## src/rtl/regfile_dump_reader.sv

```systemverilog
// Register file debug dump: walks FIRST_REG..LAST_REG and streams each word as bytes.
// Define REGDUMP_CHECKSUM_EN to append an XOR checksum byte after the last word.
module regfile_dump_reader #(
    parameter int unsigned FIRST_REG = 0,
    parameter int unsigned LAST_REG  = 31,
    parameter bit          MSB_FIRST = 1'b0
) (
    input  logic        clk,
    input  logic        rst,
    input  logic        dump_req,
    output logic [4:0]  dbg_adr,
    input  logic [31:0] dbg_dout,
    output logic [7:0]  tx_data,
    output logic        tx_valid,
    input  logic        tx_ready,
    output logic        busy,
    output logic        done
);

    localparam logic [4:0] FIRST_A = 5'(FIRST_REG);
    localparam logic [4:0] LAST_A  = 5'(LAST_REG);

    typedef enum logic [2:0] {
        S_IDLE,
        S_LOAD,
        S_SEND,
`ifdef REGDUMP_CHECKSUM_EN
        S_CSUM,
`endif
        S_FIN
    } state_e;

    state_e      state_q, state_d;
    logic [4:0]  adr_q, adr_d;
    logic [31:0] word_q, word_d;
    logic [1:0]  cnt_q, cnt_d;
    logic [7:0]  txd_q, txd_d;
    logic        txv_q, txv_d;
    logic        busy_q, busy_d;
    logic        done_q, done_d;
`ifdef REGDUMP_CHECKSUM_EN
    logic [7:0]  csum_q, csum_d;
`endif

    logic xfer, last_byte, last_reg;

    assign xfer      = txv_q & tx_ready;
    assign last_byte = (cnt_q == 2'd3);
    assign last_reg  = (adr_q == LAST_A);

    // Byte i of the stream, honouring the configured byte order.
    function automatic logic [7:0] pick(input logic [31:0] w, input logic [1:0] i);
        logic [1:0] s;
        s = MSB_FIRST ? ~i : i;
        return w[{s, 3'b000} +: 8];
    endfunction

    always_ff @(posedge clk) begin
        if (rst) begin
            state_q <= S_IDLE;
            adr_q   <= FIRST_A;
            word_q  <= '0;
            cnt_q   <= '0;
            txd_q   <= '0;
            txv_q   <= 1'b0;
            busy_q  <= 1'b0;
            done_q  <= 1'b0;
`ifdef REGDUMP_CHECKSUM_EN
            csum_q  <= '0;
`endif
        end else begin
            state_q <= state_d;
            adr_q   <= adr_d;
            word_q  <= word_d;
            cnt_q   <= cnt_d;
            txd_q   <= txd_d;
            txv_q   <= txv_d;
            busy_q  <= busy_d;
            done_q  <= done_d;
`ifdef REGDUMP_CHECKSUM_EN
            csum_q  <= csum_d;
`endif
        end
    end

    always_comb begin
        state_d = state_q;
        unique case (state_q)
            S_IDLE: if (dump_req) state_d = S_LOAD;
            S_LOAD: state_d = S_SEND;
            S_SEND: begin
                if (xfer && last_byte) begin
`ifdef REGDUMP_CHECKSUM_EN
                    state_d = last_reg ? S_CSUM : S_LOAD;
`else
                    state_d = last_reg ? S_FIN : S_LOAD;
`endif
                end
            end
`ifdef REGDUMP_CHECKSUM_EN
            S_CSUM: if (xfer) state_d = S_FIN;
`endif
            S_FIN:  state_d = S_IDLE;
            default: state_d = S_IDLE;
        endcase
    end

    always_comb begin
        adr_d  = adr_q;
        word_d = word_q;
        cnt_d  = cnt_q;
        txd_d  = txd_q;
        txv_d  = txv_q;
        busy_d = busy_q;
        done_d = 1'b0;
`ifdef REGDUMP_CHECKSUM_EN
        csum_d = csum_q;
`endif
        unique case (state_q)
            S_IDLE: begin
                if (dump_req) begin
                    adr_d  = FIRST_A;
                    busy_d = 1'b1;
`ifdef REGDUMP_CHECKSUM_EN
                    csum_d = '0;
`endif
                end
            end
            S_LOAD: begin
                word_d = dbg_dout;
                cnt_d  = 2'd0;
                txd_d  = pick(dbg_dout, 2'd0);
                txv_d  = 1'b1;
            end
            S_SEND: begin
                if (xfer) begin
`ifdef REGDUMP_CHECKSUM_EN
                    csum_d = csum_q ^ txd_q;
`endif
                    if (!last_byte) begin
                        cnt_d = cnt_q + 2'd1;
                        txd_d = pick(word_q, cnt_q + 2'd1);
                    end else begin
                        txv_d = 1'b0;
                        if (!last_reg) adr_d = adr_q + 5'd1;
                    end
                end
            end
`ifdef REGDUMP_CHECKSUM_EN
            S_CSUM: begin
                if (!txv_q) begin
                    txd_d = csum_q;
                    txv_d = 1'b1;
                end else if (tx_ready) begin
                    txv_d = 1'b0;
                end
            end
`endif
            S_FIN: begin
                done_d = 1'b1;
                busy_d = 1'b0;
                adr_d  = FIRST_A;
            end
            default: ;
        endcase
    end

    assign dbg_adr  = adr_q;
    assign tx_data  = txd_q;
    assign tx_valid = txv_q;
    assign busy     = busy_q;
    assign done     = done_q;

endmodule

```

## config.mk

```make
export PLATFORM = sky130hd
export DESIGN_NAME = regfile_dump_reader
export DESIGN_NICKNAME = d
export VERILOG_FILES = /design/src/rtl/regfile_dump_reader.sv
export SDC_FILE = /design/constraint.sdc
export NUM_CORES = 1
export LEC_CHECK = 0
export BUFFER_PORTS_ARGS = -buffer_cell sky130_fd_sc_hd__buf_2
export CAP_MARGIN = 25
export CORE_ASPECT_RATIO = 1.4
export CORE_MARGIN = 5
export CORE_UTILIZATION = 48
export DETAILED_ROUTE_END_ITERATION = 10
export PLACE_DENSITY = 0.75
export SETUP_SLACK_MARGIN = 0.05
export SLEW_MARGIN = 20
export SYNTH_ARGS = -nofsm -noshare
export SYNTH_HDL_FRONTEND = slang
export SYNTH_SLANG_ARGS = --single-unit
```

## constraint.sdc

```tcl
create_clock -name clk -period 1.9 [get_ports clk]
set_input_delay 0.095 -clock clk [delete_from_list [all_inputs] [get_ports clk]]
set_output_delay 0.095 -clock clk [all_outputs]
set_load 0.005 [all_outputs]
```

# Yosys cells after proc, flatten, opt, wreduce, memory -nomap -nowiden
# Index checks and enable logic that the tools add are counted.
[totals] in_bits=36 elab_cells=54 output_inout_bits=16 regBits=53
[op_classes] n_reduce_logical=10 mux=21 n_bitwise=1 n_shift=1 addsub=2 eq_ne=11
[ops] cell="$shiftx A32 B6 Y8" count=1
[ops] cell="$mux W5" count=4
[ops] cell="$mux W8" count=2
[ops] cell="$pmux W8 S2" count=1
[ops] cell="$pmux W5 S3" count=1
[ops] cell="$ne A2 B2 Y1 const B" count=6
[ops] cell="$pmux W3 S3" count=1
[ops] cell="$eq A3 B2 Y1 const B" count=2
[ops] cell="$mux W2" count=3
[ops] cell="$mux W3" count=2
[ops] cell="$reduce_and A3 Y1" count=2
[ops] cell="$add A5 B1 Y5 const B" count=1
[ops] cell="$eq A5 B5 Y1 const B" count=1
[ops] cell="$reduce_and A5 Y1" count=1
[ops] cell="$mux W1" count=4
[ops] cell="$pmux W1 S2" count=2
[ops] cell="$pmux W2 S2" count=1
[ops] cell="$reduce_and A2 Y1" count=2
[ops] cell="$reduce_bool A2 Y1" count=2
[ops] cell="$eq A3 B1 Y1 const B" count=1
[ops] cell="$logic_not A3 Y1" count=1
[ops] cell="$reduce_bool A3 Y1" count=1
[ops] cell="$add A2 B1 Y2 const B" count=1
[ops] cell="$eq A2 B2 Y1 const B" count=1
[ops] cell="other kinds (2)" count=2

# Longest topological paths before layout
[logic_depth] word_depth=5 mapped_depth=8 depth_no_buf=7

# Worst setup path before layout
# Ideal clock, no wire load.
[synth_path] path_kind="register -> register" from="register adr_q[0], in the netlist dbg_adr[0]" to="register adr_q[3], in the netlist dbg_adr[3]" n_path_buf=0 setup_slack_ns=-0.153 stages_incl_launch_ff=7 setup_time_ns=0.074 arrival_time_ns=1.978 cell_sequence="dfxtp_1 -> ha_1 -> and3_1 -> ha_1 -> or4_4 -> or3_1 -> a31oi_1"
[synth_between] elab_chain_cells=5 elab_cells_between_ends=8 classes_between="add/sub (1); eq/ne (2); mux (4); reduce/logical (1)"
[synth_lines] element="start: declaration" line_no="34" rtl="logic [4:0] adr_q, adr_d;"
[synth_lines] element="start signal: assignment" line_no="73" rtl="adr_q <= adr_d;"
[synth_lines] element="$add A5 B1 Y5" line_no="145" rtl="if (!last_reg) adr_d = adr_q + 5'd1;"
[synth_lines] element="$mux W5" line_no="145"
[synth_lines] element="$mux W5" line_no="140" rtl="if (!last_byte) begin"
[synth_lines] element="$mux W5" line_no="136" rtl="if (xfer) begin"
[synth_lines] element="$pmux W5 S3" line_no="119" rtl="unique case (state_q)"
# Several ways; a longest one is shown, not always the timed one. The select of a mux whose other input is x is not followed.
# A chain may end at the register's enable or synchronous reset.

# Worst setup path after layout
[layout_path] from="register state_q[1]" to="register adr_q[3], in the netlist dbg_adr[3]"
[layout_between] elab_chain_cells=3 elab_cells_between_ends=10 classes_between="eq/ne (6); mux (1); reduce/logical (3)"
[layout_lines] element="start: declaration" line_no="33" rtl="state_e state_q, state_d;"
[layout_lines] element="start signal: assignment" line_no="72" rtl="state_q <= state_d;"
[layout_lines] element="$eq A3 B2 Y1 or $logic_not A3 Y1 (tied branches)" line_no="119"
[layout_lines] element="$ne A2 B2 Y1 (no line) or $reduce_bool A3 Y1 (tied branches)"
[layout_lines] element="$reduce_and A5 Y1 (no line)"
# Several ways; a longest one is shown, not always the timed one.

==> flow_metrics.py <==
metrics = {
    "outcome": {
        "status": "finished, final reports clean",
    },
    "logic_synthesis": {
        "synth_fa_ha_area_share_pct": 4.24,
        "synth-seq-cells": 52,
        "synth_xor_xnor_area_share_pct": 0,
        "seq_area_frac_synth_pct": 44.0,
        "yosysTopAreaCell": "dfxtp_1",
        "synth_cell_types": 32,
        "synth_area_leaders": "dfxtp_1 44%, mux2i_1 21%, nor2_1 8.9%",
        "synth_cells": 261,
        "synth.net_count": 305,
        "synth_compound_area_share_pct": 5.19,
        "synth_simple_gate_area_share_pct": 20.1,
        "yosysWarnings": 0,
        "synth_top_area_share_pct": 44.0,
        "synth_area_per_cell_sq_um": 9.06,
        "syn-cell-area_sq_um": 2360,
        "synth_top_family_by_area": "multiplexers",
        "synthMuxAreaShare_pct": 21.2,
    },
    "clocking": {
        "path_clk_slew_ns": 0.09,
        "insertion_delay_ns": 0.30,
        "root_buffer": "clkbuf_8",
        "cts_hold_buffers": 0,
        "cts_sinks": 52,
        "cts_buffer_depth": 2,
        "cts_tree": "done",
        "cts_max_level": 2,
        "numCtsBuffers": 5,
    },
    "power": {
        "power_density_nw_per_um2": 1230,
        "p_sw_share_pct": 35.0,
        "p_sw_mw": 1.24,
        "leakagePower_nw": 1.19,
        "power.internal_mw": 2.31,
        "clkPwrFrac_pct": 17.8,
        "seqPwrFrac_pct": 42.4,
        "ir_drop_v": 0.000679,
        "comb_power_share_pct": 39.7,
    },
    "layout": {
        "design_area_sq_um": 2890,
        "multiInputGateArea_sq_um": 1270,
        "syn_to_final_growth_pct": 22.4,
        "diodes": 0,
        "nets": 359,
        "drive_above_1_share_pct": 27.8,
        "seq_area_sq_um": 1050,
        "nFillCells": 477,
    },
    "global_routing": {
        "track_usage_pct": 16.3,
        "antenna_found_initial": 0,
        "grt-ovfl-total": 0,
        "grt_pass1_wl_microns": 8490,
        "grt_max_degree": 33,
        "grt_pass1_vias": 1881,
    },
    "die": {
        "die_area_sq_um": 6450,
        "io_pins": 52,
        "die_height_microns": 93.0,
        "core_area_sq_um": 4800,
        "initial_core_util_pct": 49.2,
        "die_w_microns": 69.3,
        "num_rows": 30,
    },
    "routing": {
        "num_vias": 1945,
        "via_per_inst": 5.12,
        "routed_wl_microns": 5200,
        "firstDrtPassIters": 4,
        "wl_per_cell_microns": 13.7,
        "drc": 0,
        "ant_nets": 0,
        "drt_iter0_markers": 54,
    },
    "worst_setup_path": {
        "path_class": "flip-flop to flip-flop",
        "cp-end-kind": "flip-flop",
        "cp_max_fo": 5,
        "startpoint_type": "flip-flop",
        "cp.arrival_ns": 2.07,
        "crit_required_ns": 2.12,
    },
    "sta": {
        "hold_viol_final": 0,
        "slew_viol_final": 0,
        "finalCriticalPeriod_ns": 1.85,
        "rsz0062_at_grt": "true",
        "tns_ns": 0,
        "tightest_slew_ns": 0.536,
        "finalSetupViolCount": 0,
        "post-route-period-util_pct": 97.3,
        "clock-skew-final_ns": 0.00473,
        "maxSlewHeadroom_pct": 64.3,
        "max_freq_ghz": 0.541,
    },
    "placement": {
        "port_buffers": 51,
        "placed_area_sq_um": 2710,
        "place_hpwl_microns": 3690,
        "gp_congestion": 0.739,
    },
    "worst_hold_path": {
        "min_path_type": "input pin to flip-flop",
    },
    "flow_run": {
        "cap_violations": 0,
    },
}
[layout make-up]
| type | count | share of cell area, % |
|---|---|---|
| tap | 64 | 2.77 |
| sequential | 52 | 36.3 |
| clock inverter | 1 | 0.260 |
| clock buffer | 7 | 2.98 |
| inverter | 11 | 1.51 |
| multi-input combinational | 182 | 43.8 |
| timing repair buffer | 63 | 12.4 |
[per-layer routing]
layer	vias up	track usage, %	wire length, microns
li1	999	-	-
met1	893	18.3	2260
met2	44	28.7	2590
met3	9	3.87	228
met4	0	7.65	122
met5	-	0	0
[synthesized netlist by cell type (all sizes together)]
cell and n:
a31oi 1, or4 1, or2 1, nand2 8, and4b 1, o21ai 1
nor4 1, mux2i 50, nor3 17, o22ai 8, a32o 1, a21oi 7
a311oi 1, nand3 10, clkbuf 7, ha 8, nand3b 1, inv 11
nor2b 3, dfxtp 52, and3 1, dlygate4sd1 1, or3 2, buf 8
nor2 56, a22oi 1, nand2b 2
[power groups by stage]
| stage | combinational [mW] | clock [mW] | sequential [mW] |
|---|---|---|---|
| 6_report | 1.41 | 0.632 | 1.51 |
| 5_1_grt | 1.57 | 0.706 | 1.54 |
| 4_1_cts | 1.37 | 0.657 | 1.50 |
| 3_5_place_dp | 1.32 | 0 | 1.53 |
| 3_3_place_gp | 1.30 | 0 | 1.53 |
| 2_1_floorplan | 1.01 | 0 | 1.50 |
[cells in the final DEF (no fill, tap or decap), types with 2 or more instances in the layout]
master	Yosys	routed
ha_1	8	3
o22ai_1	8	8
buf_4	1	11
nor2_1	56	55
a21oi_1	7	7
inv_1	11	10
nor2b_1	2	2
mux2i_1	50	50
nor3_1	17	17
dfxtp_4	0	2
ha_2	0	2
nand2b_1	2	2
ha_4	0	3
nand3_1	10	10
nand2_1	8	7
buf_2	5	51
dfxtp_2	0	2
dfxtp_1	52	48
clkbuf_8	0	6
[state kept, by name (all words and copies together), names as in the netlist]
signal and flops:
busy 1, cnt_q 2, dbg_adr 5, done 1
state_q 2, tx_data 8, tx_valid 1, word_q 32
[through the flow]
| stage | worst slack, ns | hold slack, ns | util (%) | total power [mW] | instances |
|---|---|---|---|---|---|
| 2_1_floorplan | 0.0642 | 0.242 | - | 2.51 | 261 |
| 3_3_place_gp | 0.0581 | 0.327 | 56.5 | 2.82 | 369 |
| 3_5_place_dp | 0.00137 | 0.335 | 56.5 | 2.85 | 369 |
| 4_1_cts | 0.0517 | 0.0187 | 58.9 | 3.53 | 379 |
| 5_1_grt | 0.00655 | 0.0140 | 60.2 | 3.81 | 380 |
| 6_report | 0.0514 | 0.0249 | 60.2 | 3.55 | 380 |
[kinds of logic after synthesis]
family,Yosys count
AND/OR/NAND/NOR,104
flip-flops,52
multiplexers,50
buffers and inverters,27
AO/OA/AOI/OAI,20
adder cells (fa/ha/maj),8
[final timing paths]
kind / cells past startpoint / from / to / slack, ns
setup / recovery: 6 / state_q[1] / dbg_adr[3] / 0.05
hold / removal: 3 / dbg_dout[9] / word_q[9] / 0.02
setup reg to reg: 6 / state_q[1] / dbg_adr[3] / 0.05
hold reg to reg: 2 / busy / busy / 0.48
[timing repair]
action	CTS	global route
setup endpoints to repair	2	14
setup buffers	2	1
gates resized for setup	4	10
pin swaps	1	1
[critical path, cell delays in order (launching register included)]
cell and delay [ns]:
dfxtp_4 0.37, inv_1 0.06, ha_2 0.18, nor2b_4 0.15, or4_4 0.54, or3_1 0.32, a31oi_1 0.16
No activity file was read; power rests on OpenSTA's default activity.
